--- src/rtl/alu_arbiter.sv ---
// rtl/alu_arbiter.sv - two-requester round-robin front end for the shared integer ALU
// One transaction in flight: accept in IDLE, evaluate in EXEC, hold the result in RESP.

module alu_core #(
  parameter int DATA_WIDTH    = 32,
  parameter int OPCODE_LENGTH = 4
) (
  input  logic [OPCODE_LENGTH-1:0] op_i,
  input  logic [DATA_WIDTH-1:0]    a_i,
  input  logic [DATA_WIDTH-1:0]    b_i,
  output logic [DATA_WIDTH-1:0]    y_o
);
  always_comb begin
    y_o = '0;
    case (op_i)
      OPCODE_LENGTH'(4'b0000): y_o = a_i & b_i;
      OPCODE_LENGTH'(4'b0001): y_o = a_i | b_i;
      OPCODE_LENGTH'(4'b0010): y_o = a_i + b_i;
      OPCODE_LENGTH'(4'b0011): y_o = a_i ^ b_i;
      OPCODE_LENGTH'(4'b1000): y_o = {{(DATA_WIDTH-1){1'b0}}, (a_i == b_i)};
      default:                 y_o = '0;
    endcase
  end
endmodule

module alu_arbiter #(
  parameter int DATA_WIDTH    = 32,
  parameter int OPCODE_LENGTH = 4
) (
  input  logic                     clk,
  input  logic                     reset,
  input  logic                     req0_valid,
  output logic                     req0_ready,
  input  logic [DATA_WIDTH-1:0]    req0_a,
  input  logic [DATA_WIDTH-1:0]    req0_b,
  input  logic [OPCODE_LENGTH-1:0] req0_op,
  input  logic                     req1_valid,
  output logic                     req1_ready,
  input  logic [DATA_WIDTH-1:0]    req1_a,
  input  logic [DATA_WIDTH-1:0]    req1_b,
  input  logic [OPCODE_LENGTH-1:0] req1_op,
  output logic                     rsp_valid,
  input  logic                     rsp_ready,
  output logic                     rsp_id,
  output logic [DATA_WIDTH-1:0]    rsp_result
);
  typedef enum logic [1:0] {IDLE, EXEC, RESP} state_t;

  state_t                   state_q;
  logic                     ptr_q;
  logic [DATA_WIDTH-1:0]    a_q, b_q;
  logic [OPCODE_LENGTH-1:0] op_q;
  logic                     id_q;
  logic                     rsp_valid_q, rsp_id_q;
  logic [DATA_WIDTH-1:0]    rsp_result_q;
  logic [DATA_WIDTH-1:0]    alu_y_d;
  logic                     grant0, grant1;

  // ptr_q = 0 favours requester 0 when both are valid; a lone requester always wins.
  assign grant0 = (state_q == IDLE) && !reset && req0_valid && (!req1_valid || !ptr_q);
  assign grant1 = (state_q == IDLE) && !reset && req1_valid && (!req0_valid || ptr_q);

  assign req0_ready = grant0;
  assign req1_ready = grant1;
  assign rsp_valid  = rsp_valid_q;
  assign rsp_id     = rsp_id_q;
  assign rsp_result = rsp_result_q;

  alu_core #(
    .DATA_WIDTH    (DATA_WIDTH),
    .OPCODE_LENGTH (OPCODE_LENGTH)
  ) u_alu (
    .op_i (op_q),
    .a_i  (a_q),
    .b_i  (b_q),
    .y_o  (alu_y_d)
  );

  always_ff @(posedge clk) begin
    if (reset) begin
      state_q      <= IDLE;
      ptr_q        <= 1'b0;
      a_q          <= '0;
      b_q          <= '0;
      op_q         <= '0;
      id_q         <= 1'b0;
      rsp_valid_q  <= 1'b0;
      rsp_id_q     <= 1'b0;
      rsp_result_q <= '0;
    end else begin
      case (state_q)
        IDLE: begin
          if (grant0 || grant1) begin
            a_q     <= grant1 ? req1_a  : req0_a;
            b_q     <= grant1 ? req1_b  : req0_b;
            op_q    <= grant1 ? req1_op : req0_op;
            id_q    <= grant1;
            ptr_q   <= grant0;
            state_q <= EXEC;
          end
        end
        EXEC: begin
          rsp_result_q <= alu_y_d;
          rsp_id_q     <= id_q;
          rsp_valid_q  <= 1'b1;
          state_q      <= RESP;
        end
        RESP: begin
          if (rsp_ready) begin
            rsp_valid_q <= 1'b0;
            state_q     <= IDLE;
          end
        end
        default: state_q <= IDLE;
      endcase
    end
  end
endmodule

--- config.mk ---
export PLATFORM = sky130hd
export DESIGN_NAME = alu_arbiter
export DESIGN_NICKNAME = d
export VERILOG_FILES = /design/src/rtl/alu_arbiter.sv
export SDC_FILE = /design/constraint.sdc
export NUM_CORES = 1
export LEC_CHECK = 0
export ABC_AREA = 0
export BUFFER_PORTS_ARGS = -buffer_cell sky130_fd_sc_hd__buf_2
export CAP_MARGIN = 20
export CELL_PAD_IN_SITES_DETAIL_PLACEMENT = 0
export CELL_PAD_IN_SITES_GLOBAL_PLACEMENT = 2
export CORE_MARGIN = 2
export CORE_UTILIZATION = 28
export DETAILED_ROUTE_END_ITERATION = 10
export PLACE_DENSITY_LB_ADDON = 0.1
export SYNTH_ARGS = -nofsm -noshare
export SYNTH_HDL_FRONTEND = slang
export SYNTH_HIERARCHICAL = 1
export SYNTH_SLANG_ARGS = --single-unit
--- constraint.sdc ---
create_clock -name clk -period 2.66 [get_ports clk]
set_input_delay 0.399 -clock clk [delete_from_list [all_inputs] [get_ports clk]]
set_output_delay 0.399 -clock clk [all_outputs]
set_load 0.01 [all_outputs]
Word level (Yosys, flattened, before mapping)
Cells that the tools add are included.
{"block": "totals", "ff_bits": 106, "inputBits": 141, "output_inout_bits": 36, "wordCells": 49}
{"block": "classes", "add_sub_neg": 1, "eq_ne": 9, "mux": 9, "bitwise_logic": 3, "reduce_logical": 18}
{"operator": "$pmux 32 s5", "count": 1}
{"operator": "$mux 32", "count": 2}
{"operator": "$add 32x32->32", "count": 1}
{"operator": "$and 32x32->32", "count": 1}
{"operator": "$eq 32x32->1", "count": 1}
{"operator": "$or 32x32->32", "count": 1}
{"operator": "$xor 32x32->32", "count": 1}
{"operator": "$eq 4x2->1 const B", "count": 2}
{"operator": "$pmux 2 s3", "count": 1}
{"operator": "$reduce_and 2->1", "count": 3}
{"operator": "$logic_and 1x1->1", "count": 5}
{"operator": "$eq 4x1->1 const B", "count": 1}
{"operator": "$eq 4x4->1 const B", "count": 1}
{"operator": "$logic_not 1->1", "count": 4}
{"operator": "$logic_not 4->1", "count": 1}
{"operator": "$mux 2", "count": 2}
{"operator": "$mux 4", "count": 1}
{"operator": "$logic_or 1x1->1", "count": 3}
{"operator": "$eq 2x1->1 const B", "count": 1}
{"operator": "$eq 2x2->1 const B", "count": 1}
{"operator": "$logic_not 2->1", "count": 1}
{"operator": "$ne 2x1->1 const B", "count": 1}
{"operator": "$ne 2x2->1 const B", "count": 1}
{"operator": "$pmux 1 s2", "count": 1}
{"operator": "other kinds (2)", "count": 2}

Logic depth before layout (Yosys ltp)
{"block": "logic_depth", "depth_word": 7, "mapped_depth": 13, "ltp_nobuf": 13}

Modules after synthesis
The synthesis kept the hierarchy.
{"module": "alu_arbiter", "instances": 1, "cells_each": 589, "area_each_um2": 5061.1, "seq_area_each_um2": 2122.0}
{"module": "alu_core", "instances": 1, "cells_each": 456, "area_each_um2": 3000.4, "seq_area_each_um2": 0.0}

Worst setup path after synthesis
No wires, ideal clock.
{"block": "synth_path", "kind": "register -> register", "startpoint": "reg a_q[10]", "endpoint": "reg rsp_result_q[24] (netlist: rsp_result[24])", "setup_ps": 70, "arrival_time_ps": 2659, "required_ps": 2590, "setup_slack_ps": -69, "path_stages_with_launch": 14, "n_path_buf": 1, "synth_period_minus_slack_ps": 2729, "cell_sequence": "dfxtp_1 inv_1 ha_1 clkbuf_2 and4_1 or3b_1 a31o_1 a31oi_2 nor2_1 o41a_1 xnor2_1 o221ai_1 nand2_1 a21oi_1"}
{"block": "synth_via", "elab_chain_cells": 2}
{"item": "from (decl)", "line": "51", "text": "logic [DATA_WIDTH-1:0] a_q, b_q;"}
{"item": "from (signal assigned)", "line": "94", "text": "a_q <= grant1 ? req1_a : req0_a;"}
{"item": "$add 32x32->32", "line": "18", "text": "OPCODE_LENGTH'(4'b0010): y_o = a_i + b_i;"}
{"item": "$pmux 32 s5", "line": "15", "text": "case (op_i)"}
{"item": "named net alu_y_d[24]", "line": "56", "text": "logic [DATA_WIDTH-1:0] alu_y_d;"}
{"item": "to (signal assigned)", "line": "103", "text": "rsp_result_q <= alu_y_d;"}
{"item": "to (decl)", "line": "55", "text": "logic [DATA_WIDTH-1:0] rsp_result_q;"}
The timed path passes the listed nets, and every way through them passes these cells.
A chain may end at the register's enable or synchronous reset.

Worst setup path after layout
{"block": "layout_path", "startpoint": "reg b_q[2]", "endpoint": "reg rsp_result_q[29] (netlist: rsp_result[29])"}
{"block": "layout_via", "elab_chain_cells": 2}
{"item": "from (decl)", "line": "51"}
{"item": "from (signal assigned)", "line": "95", "text": "b_q <= grant1 ? req1_b : req0_b;"}
{"item": "$add 32x32->32", "line": "18"}
{"item": "$pmux 32 s5", "line": "15"}
{"item": "named net alu_y_d[29]", "line": "56"}
The timed path passes the listed nets, and every way through them passes these cells.

==> results.md <==
- Synth top area share: 0.2632
- Hold Violations, Final: 0
- Most frequent cell after synthesis: a21oi_1
- Pwr per Cell Area: 493.4 nW/um^2
- Lkg Pwr: 4.227 nW
- Syn-to-layout area delta: 34.10%
- Die W: 173.7 um
- Crit start category: flip-flop
- Top delay family on crit path: compound AO/OA/AOI/OAI gates
- Final period utilization: 1.025
- WHS Path Cells: 3
- Cell breakdown of the critical path: inv_2 > ha_4 > o211ai_1 > o21a_1 > a211o_4 > a311oi_4 > nor2_2 > nor4b_2 > mux2i_1 > nand2_1 > nand2_1 > a21oi_1
- Slew Viols, Final: 0
- Mapped Nets: 1,251
- Layout cell share with drive strength beyond 1: 0.3636
- GRT overflow: 0
- Synth cell count leaders: 146 x a21oi_1, 117 x nand2_1, 106 x dfxtp_1, 80 x clkbuf_1, 75 x inv_1
- FFs w/ async S/R, synth: 0
- Largest net degree at the start of global routing: 69
- Clk pin slew, worst setup/hold paths: 0.09 ns
- Setup slack after layout: -0.06733 ns
- Initial DRC count: 470
- Starting Density: 0.2824
- Crit Path Max Fanout: 4
- Most area-hungry cell type in the Yosys netlist: dfxtp_1
- Final nets: 1,469
- Worst vdd ir: 0.3149 mV
- Syn Inst Count: 1,045
- Initial antenna violation count: 5
- Syn avg cell area: 7.714 sq um
- CP Data Required Time: 2.88 ns
- Vias in the first global route: 8,477
- Failing checks: setup timing
- Buf/Inv on CP: 1
- Ports: 177
- Worst Clk Skew: 0.009447 ns
- Fmax: 0.3667 GHz
- WHS: 0.2910 ns
- Synth Cell Area: 8061 sq um
- Worst path depth: 12
- Layout fillers: 3,109
- CORE AREA: 28,550 sq um
- Synth top area cells: dfxtp_1 26%, ha_1 9.9%, a21oi_1 9.1%
- Antenna Violating Nets Remaining: 0
- Clock Latency Late Sink: 0.37 ns
- Setup violators final: 7
- Hold Path Class: input pin to flip-flop
- I/O Buffers: 176
- Wire per inst: 20.31 um
- Sequential fraction of the synthesis area: 0.2632
- Min Clock Period, post-route: 2.727 ns
- Flop-to-flop setup slack: -0.07 ns
- Worst r2r src: b_q[2]
- DPL Wire Length: 25,240 um
- Setup crit start: b_q[2]
- Hold path startpoint: req0_a[23]
- DRT Pass-1 Iters: 5
- WP data arrival: 2.95 ns
- Slew margin rel.: 0.4165
- Number of synthesized flops with an enable pin: 0
- Full die area: 30,160 sq um
- Vias: 8,732
- Status: finished with violations
- CTS Buf Count: 9
- Ys Warns: 6
- Synth cell types: 59
- First-pass GRT wire length: 51,600 um
- Routability cong.: 0.8736
- Routed WL: 33,640 um
- Die Span Y: 173.7 um
- Critical path endpoint category: flip-flop
- Max Cap Viol: 0
- Global Route Usage Sum: 0.2183
- TritonCTS clock tree: built
- DRC Markers: 0
- CP max-delay cell: a311oi_4
- Most Frequent Cell on Critical Path: nand2_1
- FP Rows: 62
- Slew @ Worst Pin: 0.8752 ns
- Crit Path Class: flip-flop to flip-flop
- CP max stage delay: 0.39 ns
- Worst-case reg-to-reg path depth: 12
- Total power: 5.334 mW
- Most common flop cell mapped by yosys: dfxtp_1
- Clk sinks: 106
- Clock Path Buffers: 2
- CTS H-tree depth: 3
- RSZ-0062 raised after global routing: yes
- Clk Tree Root Cell: clkbuf_16
- Seq cells post-synth: 106
- Vias/cell: 5.273
-- worst paths after layout --
check	endpoint
setup / recovery	rsp_result[29]
hold / removal	a_q[23]
setup reg to reg	rsp_result[29]
hold reg to reg	rsp_result[11]
-- layer usage --
layer	vias to the layer above	track usage	wire length, um
met3	19	0.03662	1993
li1	4341	-	-
met4	0	0.04902	360
met2	245	0.2923	13360
met5	-	0	0
met1	4127	0.3530	17920
-- metrics by stage --
stage               std cells  area, sq um  TNS, ns  utilization  setup WS, ns
floorplan                1045         8061        0            -       0.02140
global placement         1621        10020  -0.8811       0.3509       -0.1920
detailed placement       1621        10020   -1.435       0.3509       -0.2650
CTS                      1647        10590  -0.6423       0.3710       -0.1657
global route             1655        10810   -1.788       0.3786       -0.2084
finish                   1656        10810  -0.2950       0.3787      -0.06733
-- power by group --
group	internal [mW]	switching, mW	leakage, nW
Clock	0.684	0.753	0.145
Sequential	1.72	0.112	0.875
Combinational	0.857	1.21	3.21
-- flip-flops by register name, indices dropped and copies added (netlist names) --
| register | flops |
|---|---|
| op_q | 4 |
| rsp_valid | 1 |
| id_q | 1 |
| ptr_q | 1 |
| state_q | 2 |
| rsp_result | 32 |
| b_q | 32 |
| a_q | 32 |
| rsp_id | 1 |
-- worst reg2reg max path: cells and delay by family, from the launching register on --
family,cells,cell delay (ns)
simple gates,4,0.54
buf+inv,1,0.05
compound gates,5,1.16
flops,1,0.36
fa+ha+maj,1,0.26
mux,1,0.22
-- cells in the final DEF (no fill, tap or decap), types with 5 or more instances in the layout --
master / n
a21o_1: 8
a21oi_1: 136
a21oi_2: 10
a311oi_1: 60
a311oi_2: 12
buf_12: 6
buf_2: 175
buf_4: 146
clkbuf_16: 9
dfxtp_1: 88
dfxtp_2: 18
ha_1: 53
ha_4: 10
inv_1: 64
inv_2: 12
inv_6: 5
nand2_1: 116
nand3_1: 8
nand4_1: 74
nor2_1: 19
nor2_2: 5
nor4_1: 8
o21ai_0: 13
o21ai_1: 5
o221ai_1: 25
o31ai_1: 58
o31ai_2: 13
xnor2_1: 25
-- logic make-up (layout without fill, tap and decap cells) --
family,after synthesis,in the layout,synth area share
adders and majority gates,65,65,0.1018
xor gates and xnor gates,27,27,0.02933
and+or+nand+nor,270,270,0.1664
buffers and inverters,196,419,0.1012
other,0,4,0
muxes,3,3,0.003725
AOI/OAI and AO/OA,378,378,0.3343
DFF,106,106,0.2632
-- area by class of cell --
type / count / area, sq um / share of cell area
Antenna cell: 4 / 10.01 / 0.0009259
Clock buffer: 10 / 239.0 / 0.02211
Clock inverter: 6 / 52.55 / 0.004861
Inverter: 76 / 285.3 / 0.02639
Multi-Input combinational cell: 743 / 5507 / 0.5094
Sequential cell: 106 / 2145 / 0.1984
Tap cell: 384 / 480.5 / 0.04444
Timing Repair Buffer: 327 / 2092 / 0.1935
-- what timing repair did --
action,4_1_cts,5_1_grt
hold buffers,0,0
gates resized for setup,53,44
endpoints found under the setup margin,12,18
buffers inserted,10,5
endpoints found under the hold margin,0,0
pin swaps,25,24
(Power assumes the default switching activity.)
